<file path="src/rtl/sled_rx_pkg.sv">
// ============================================================================
// sled_rx_pkg : frame format and receiver state encoding for the LED serial link
// Rev 1.0
// ============================================================================
`default_nettype none

package sled_rx_pkg;

    typedef enum logic [1:0] {
        S_IDLE  = 2'd0,
        S_START = 2'd1,
        S_DATA  = 2'd2,
        S_STOP  = 2'd3
    } state_t;

    localparam logic LINE_IDLE      = 1'b0;
    localparam logic START_LVL      = 1'b1;
    localparam int   DEF_WIDTH      = 16;
    localparam int   DEF_BIT_CYCLES = 8;

endpackage

`default_nettype wire

</file>
<file path="src/rtl/sled_sync.sv">
// ============================================================================
// sled_sync : multi-stage input synchronizer with a "chain refilled" flag
// Rev 1.0
// ============================================================================
`default_nettype none

module sled_sync
    import sled_rx_pkg::*;
#(
    parameter int STAGES = 2
) (
    input  logic clk,
    input  logic rst,
    input  logic din,
    output logic dout,
    output logic primed
);

    logic [STAGES-1:0] chain;
    logic [STAGES-1:0] fill;

    // fill marks when every stage holds a post-reset sample of din
    always_ff @(posedge clk) begin
        if (rst) begin
            chain <= {STAGES{LINE_IDLE}};
            fill  <= '0;
        end else begin
            chain <= {chain[STAGES-2:0], din};
            fill  <= {fill[STAGES-2:0], 1'b1};
        end
    end

    assign dout   = chain[STAGES-1];
    assign primed = fill[STAGES-1];

endmodule

`default_nettype wire

</file>
<file path="src/rtl/sled_rx.sv">
// ============================================================================
// sled_rx : one-wire LED link receiver, start/data/stop framing, MSB first
// Rev 1.0
// ============================================================================
`default_nettype none

module sled_rx
    import sled_rx_pkg::*;
#(
    parameter int WIDTH       = DEF_WIDTH,
    parameter int BIT_CYCLES  = DEF_BIT_CYCLES,
    parameter int SYNC_STAGES = 2
) (
    input  logic             clk,
    input  logic             rst,
    input  logic             sin,
    output logic [WIDTH-1:0] dout,
    output logic             dout_valid,
    output logic             frame_err,
    output logic             busy
);

    localparam int CNT_W = $clog2(BIT_CYCLES);
    localparam int IDX_W = $clog2(WIDTH + 1);
    localparam logic [CNT_W-1:0] HALF_LAST = CNT_W'(BIT_CYCLES / 2 - 1);
    localparam logic [CNT_W-1:0] BIT_LAST  = CNT_W'(BIT_CYCLES - 1);
    localparam logic [IDX_W-1:0] IDX_LAST  = IDX_W'(WIDTH - 1);

    logic             sin_s;
    logic             primed;
    logic             sin_d;
    state_t           state;
    logic [CNT_W-1:0] cnt;
    logic [IDX_W-1:0] idx;
    logic [WIDTH-1:0] shreg;

    sled_sync #(
        .STAGES (SYNC_STAGES)
    ) u_sync (
        .clk    (clk),
        .rst    (rst),
        .din    (sin),
        .dout   (sin_s),
        .primed (primed)
    );

    always_ff @(posedge clk) begin
        if (rst) begin
            state      <= S_IDLE;
            cnt        <= '0;
            idx        <= '0;
            shreg      <= '0;
            dout       <= '0;
            dout_valid <= 1'b0;
            frame_err  <= 1'b0;
            sin_d      <= 1'b1;
        end else begin
            dout_valid <= 1'b0;
            frame_err  <= 1'b0;
            // Hold the edge register high until the synchronizer has flushed its
            // reset value, so a line that is already high never looks like an edge.
            sin_d      <= primed ? sin_s : sin_d;
            case (state)
                S_IDLE: begin
                    if (sin_s == START_LVL && sin_d == LINE_IDLE) begin
                        state <= S_START;
                        cnt   <= '0;
                    end
                end
                S_START: begin
                    if (cnt == HALF_LAST) begin
                        cnt <= '0;
                        idx <= '0;
                        state <= (sin_s == START_LVL) ? S_DATA : S_IDLE;
                    end else begin
                        cnt <= cnt + 1'b1;
                    end
                end
                S_DATA: begin
                    if (cnt == BIT_LAST) begin
                        shreg <= {shreg[WIDTH-2:0], sin_s};
                        cnt   <= '0;
                        idx   <= idx + 1'b1;
                        if (idx == IDX_LAST) begin
                            state <= S_STOP;
                        end
                    end else begin
                        cnt <= cnt + 1'b1;
                    end
                end
                S_STOP: begin
                    if (cnt == BIT_LAST) begin
                        if (sin_s == LINE_IDLE) begin
                            dout       <= shreg;
                            dout_valid <= 1'b1;
                        end else begin
                            frame_err  <= 1'b1;
                        end
                        cnt   <= '0;
                        state <= S_IDLE;
                    end else begin
                        cnt <= cnt + 1'b1;
                    end
                end
                default: state <= S_IDLE;
            endcase
        end
    end

    assign busy = (state != S_IDLE);

endmodule

`default_nettype wire

</file>
<file path="config.mk">
export PLATFORM = sky130hd
export DESIGN_NAME = sled_rx
export DESIGN_NICKNAME = d
export VERILOG_FILES = /design/src/rtl/sled_rx_pkg.sv /design/src/rtl/sled_sync.sv /design/src/rtl/sled_rx.sv
export SDC_FILE = /design/constraint.sdc
export NUM_CORES = 1
export LEC_CHECK = 0
export CAP_MARGIN = 20
export CORE_MARGIN = 2
export CORE_UTILIZATION = 49
export DETAILED_ROUTE_END_ITERATION = 10
export GPL_TIMING_DRIVEN = 0
export PLACE_DENSITY = 0.75
export SLEW_MARGIN = 15
export SYNTH_ARGS = -nofsm -noshare
export SYNTH_HDL_FRONTEND = slang
export SYNTH_SLANG_ARGS = --single-unit
</file>
<file path="constraint.sdc">
create_clock -name clk -period 1.5 [get_ports clk]
set_input_delay 0.3 -clock clk [delete_from_list [all_inputs] [get_ports clk]]
set_output_delay 0.3 -clock clk [all_outputs]
set_load 0.05 [all_outputs]
</file>
==> results.sh <==
export IMPL_status="completed"
export IMPL_final_cell_area_um2=2369
export IMPL_io_pins=22
export IMPL_rsz0062_at_grt="yes"
export IMPL_fin_crit_ns=1.493
export IMPL_grt_pass1_wl_mm=6.009
export IMPL_synth_area_leader_cell="dfxtp_1"
export IMPL_powerDensity_nw_per_um2=966.2
export IMPL_r2r_slack_ns=0.05
export IMPL_ys_seq_elements=49
export IMPL_cts_buffers=5
export IMPL_start_util=0.5146
export IMPL_fin_skew_ns=0.01087
export IMPL_cts_root_buf="clkbuf_8"
export IMPL_worst_pin_slew_ns=0.5569
export IMPL_nets=261
export IMPL_num_rows=22
export IMPL_synth_area_per_cell_um2=8.550
export IMPL_syn_area_um2=1898
export IMPL_utilization=0.6421
export IMPL_max_slew_margin=0.6288
export IMPL_min_to="u_sync.chain[0]"
export IMPL_core_area_um2=3689
export IMPL_hp_start="rst"
export IMPL_worst_setup_path_start_kind="flip-flop"
export IMPL_place_congestion=0.7716
export IMPL_maxCapViolations=0
export IMPL_r2r_end="shreg[12]"
export IMPL_fp_dieW_um=66.24
export IMPL_hold_buffers=0
export IMPL_dp_hpwl_mm=2.459
export IMPL_placed_cells=290
export IMPL_yosysWarnings=0
export IMPL_cp_max_fo=10
export IMPL_critical_path_class="reg -> out"
export IMPL_p_leak_nw=0.9366
export IMPL_drv_slew=0
export IMPL_antennaDiodeCount=0
export IMPL_portBuffers=20
export IMPL_syn_inst=222
export IMPL_fin_cells=301
export IMPL_cp_required_ns=1.20
export IMPL_yosys_cell_types_count=30
export IMPL_gr_usage_all_layers=0.1825
export IMPL_r2r_cells=7
export IMPL_syn_num_nets=231
export IMPL_endpoint_kind="output pin"
export IMPL_detail_route_vias_per_cell=5.159
export IMPL_drt_initial_drc_count=60
export IMPL_drt_pass1_iter_count=4
export IMPL_peakVddDrop_uv=533.7
export IMPL_hold_viol_final=0
export IMPL_grt_pass1_vias=1352
export IMPL_yosysTopAreaCellShare=0.5168
export IMPL_drive_above_1_share=0.1542
export IMPL_dieArea_um2=4388
export IMPL_routedWlPerCell_um=12.23
export IMPL_grt_ovfl_total=0
export IMPL_drc_errors=0
export IMPL_area_delta_synth_final_pct=24.79
export IMPL_setup_viol=0
export IMPL_hold_path_cell_count=2
export IMPL_worstPathArrival_ns=1.19
export IMPL_ys_seq_area_frac=0.5168
export IMPL_clock_sinks=49
export IMPL_clkTransAtPathRegs_ns=0.09
export IMPL_grt_max_degree=19
export IMPL_ant_nets=0
export IMPL_clk_latency_ns=0.30
export IMPL_hp_class="in -> reg"
export IMPL_antenna_found_initial=0
export IMPL_tns_ns=0
export IMPL_min_period_over_period=0.9952
export IMPL_holdWs_ns=0.3415
export IMPL_place_area_um2=2168
export IMPL_htreeDepth=2
export IMPL_die_height_um=66.24
export IMPL_max_freq_mhz=669.9
export IMPL_r2r_start="cnt[0]"
export IMPL_cts_tree="yes"
export IMPL_cts_buffer_depth=2
export IMPL_via_count=1553
export IMPL_synth_top_cells_by_area="dfxtp_1 (52%), nand2_1 (14%), a21oi_1 (9.8%)"
export IMPL_wl_mm=3.680
[metrics by stage]
step	setup slack [ns]	total power, mW
6_report	0.007247	2.288
5_1_grt	-0.04599	2.370
4_1_cts	-0.1600	2.314
3_5_place_dp	-0.2734	1.392
3_3_place_gp	-0.2718	1.392
2_1_floorplan	0.002200	1.376
[layout make-up]
type	count	area (um2)
multi-input cells	152	872.1
plain buffers	13	92.59
well taps	48	60.06
clock buffers	6	72.57
flip-flops and latches	49	989.7
fillers	333	1320
inverters	6	22.52
clock inverters	2	38.79
repair buffers	25	220.2
[power breakdown]
group	leakage (nW)	internal (mW)	total, mW	switching [mW]
clock network	0.0554	0.500	0.923	0.423
logic	0.482	0.0185	0.0533	0.0347
registers	0.399	1.31	1.31	0.00579
total	0.937	1.82	2.29	0.463
[sequential cells by signal, summed over array words and instances (netlist names), 2 cells and up, named ones only]
register,count
dout,16
shreg,16
idx,5
cnt,3
u_sync.chain,2
u_sync.fill,2
[placed cells by master, fill, tap and decap left out, drive strengths merged, types with 2 or more instances in the layout]
| cell type | Yosys | final |
|---|---|---|
| a21o | 2 | 2 |
| a21oi | 37 | 37 |
| buf | 10 | 13 |
| clkbuf | 5 | 13 |
| clkdlybuf4s15 | 0 | 11 |
| dfxtp | 49 | 49 |
| dlygate4sd2 | 0 | 6 |
| ha | 6 | 6 |
| inv | 6 | 6 |
| nand2 | 72 | 72 |
| nand3 | 4 | 4 |
| nor2 | 5 | 5 |
| nor2b | 5 | 5 |
| o21ai | 4 | 4 |
| or3 | 2 | 2 |
[cells in the mapped netlist (all sizes together)]
cell    number
nand3        4
a21o         2
nand2b       1
inv          6
mux4         1
nand4        1
nand2       72
or3          2
dfxtp       49
a211oi       1
o32ai        1
o21ai        4
nand4b       1
and3         1
and3b        1
o22ai        1
a32oi        1
a21oi       37
nand3b       1
nor2         5
buf         10
mux2i        1
nor3         1
nor2b        5
and4b        1
clkbuf       5
ha           6
nor3b        1
[per-layer routing]
layer	up-vias	share of wire	wire length, um	track usage
met2	23	0.48	1779	0.2950
met5	-	0	0	0
met4	0	0.021	78	0.07908
li1	792	-	-	-
met1	730	0.46	1689	0.2175
met3	8	0.036	131	0.06474
[worst max path at each step]
stage / slack, ns / start / end
2_1_floorplan: 0.002 / cnt[0] / idx[1]
3_3_place_gp: -0.27 / flip-flop / busy
3_5_place_dp: -0.27 / flip-flop / busy
4_1_cts: -0.16 / flip-flop / busy
5_1_grt: -0.05 / idx[1] / state[0]
6_report: 0.007 / flip-flop / busy
[kinds of logic after synthesis]
family / synth area share
AOI/OAI and AO/OA: 0.1325
DFF: 0.5168
muxes: 0.01714
adders and majority gates: 0.03955
buffers and inverters: 0.06328
and+or+nand+nor: 0.2307
[critical path: stages, from the launching register on]
cell,delay [ns]
dfxtp_2,0.35
buf_6,0.15
nor2_4,0.13
inv_1,0.05
clkbuf_4,0.20
[repair_timing]
item                                    4_1_cts  5_1_grt
gates resized for setup                      31       28
pin swaps                                     0        1
endpoints found under the hold margin         0        0
buffers inserted                              2        2
endpoints found under the setup margin       45       27
gates cloned                                  1        0
No activity file was read; power rests on OpenSTA's default activity.
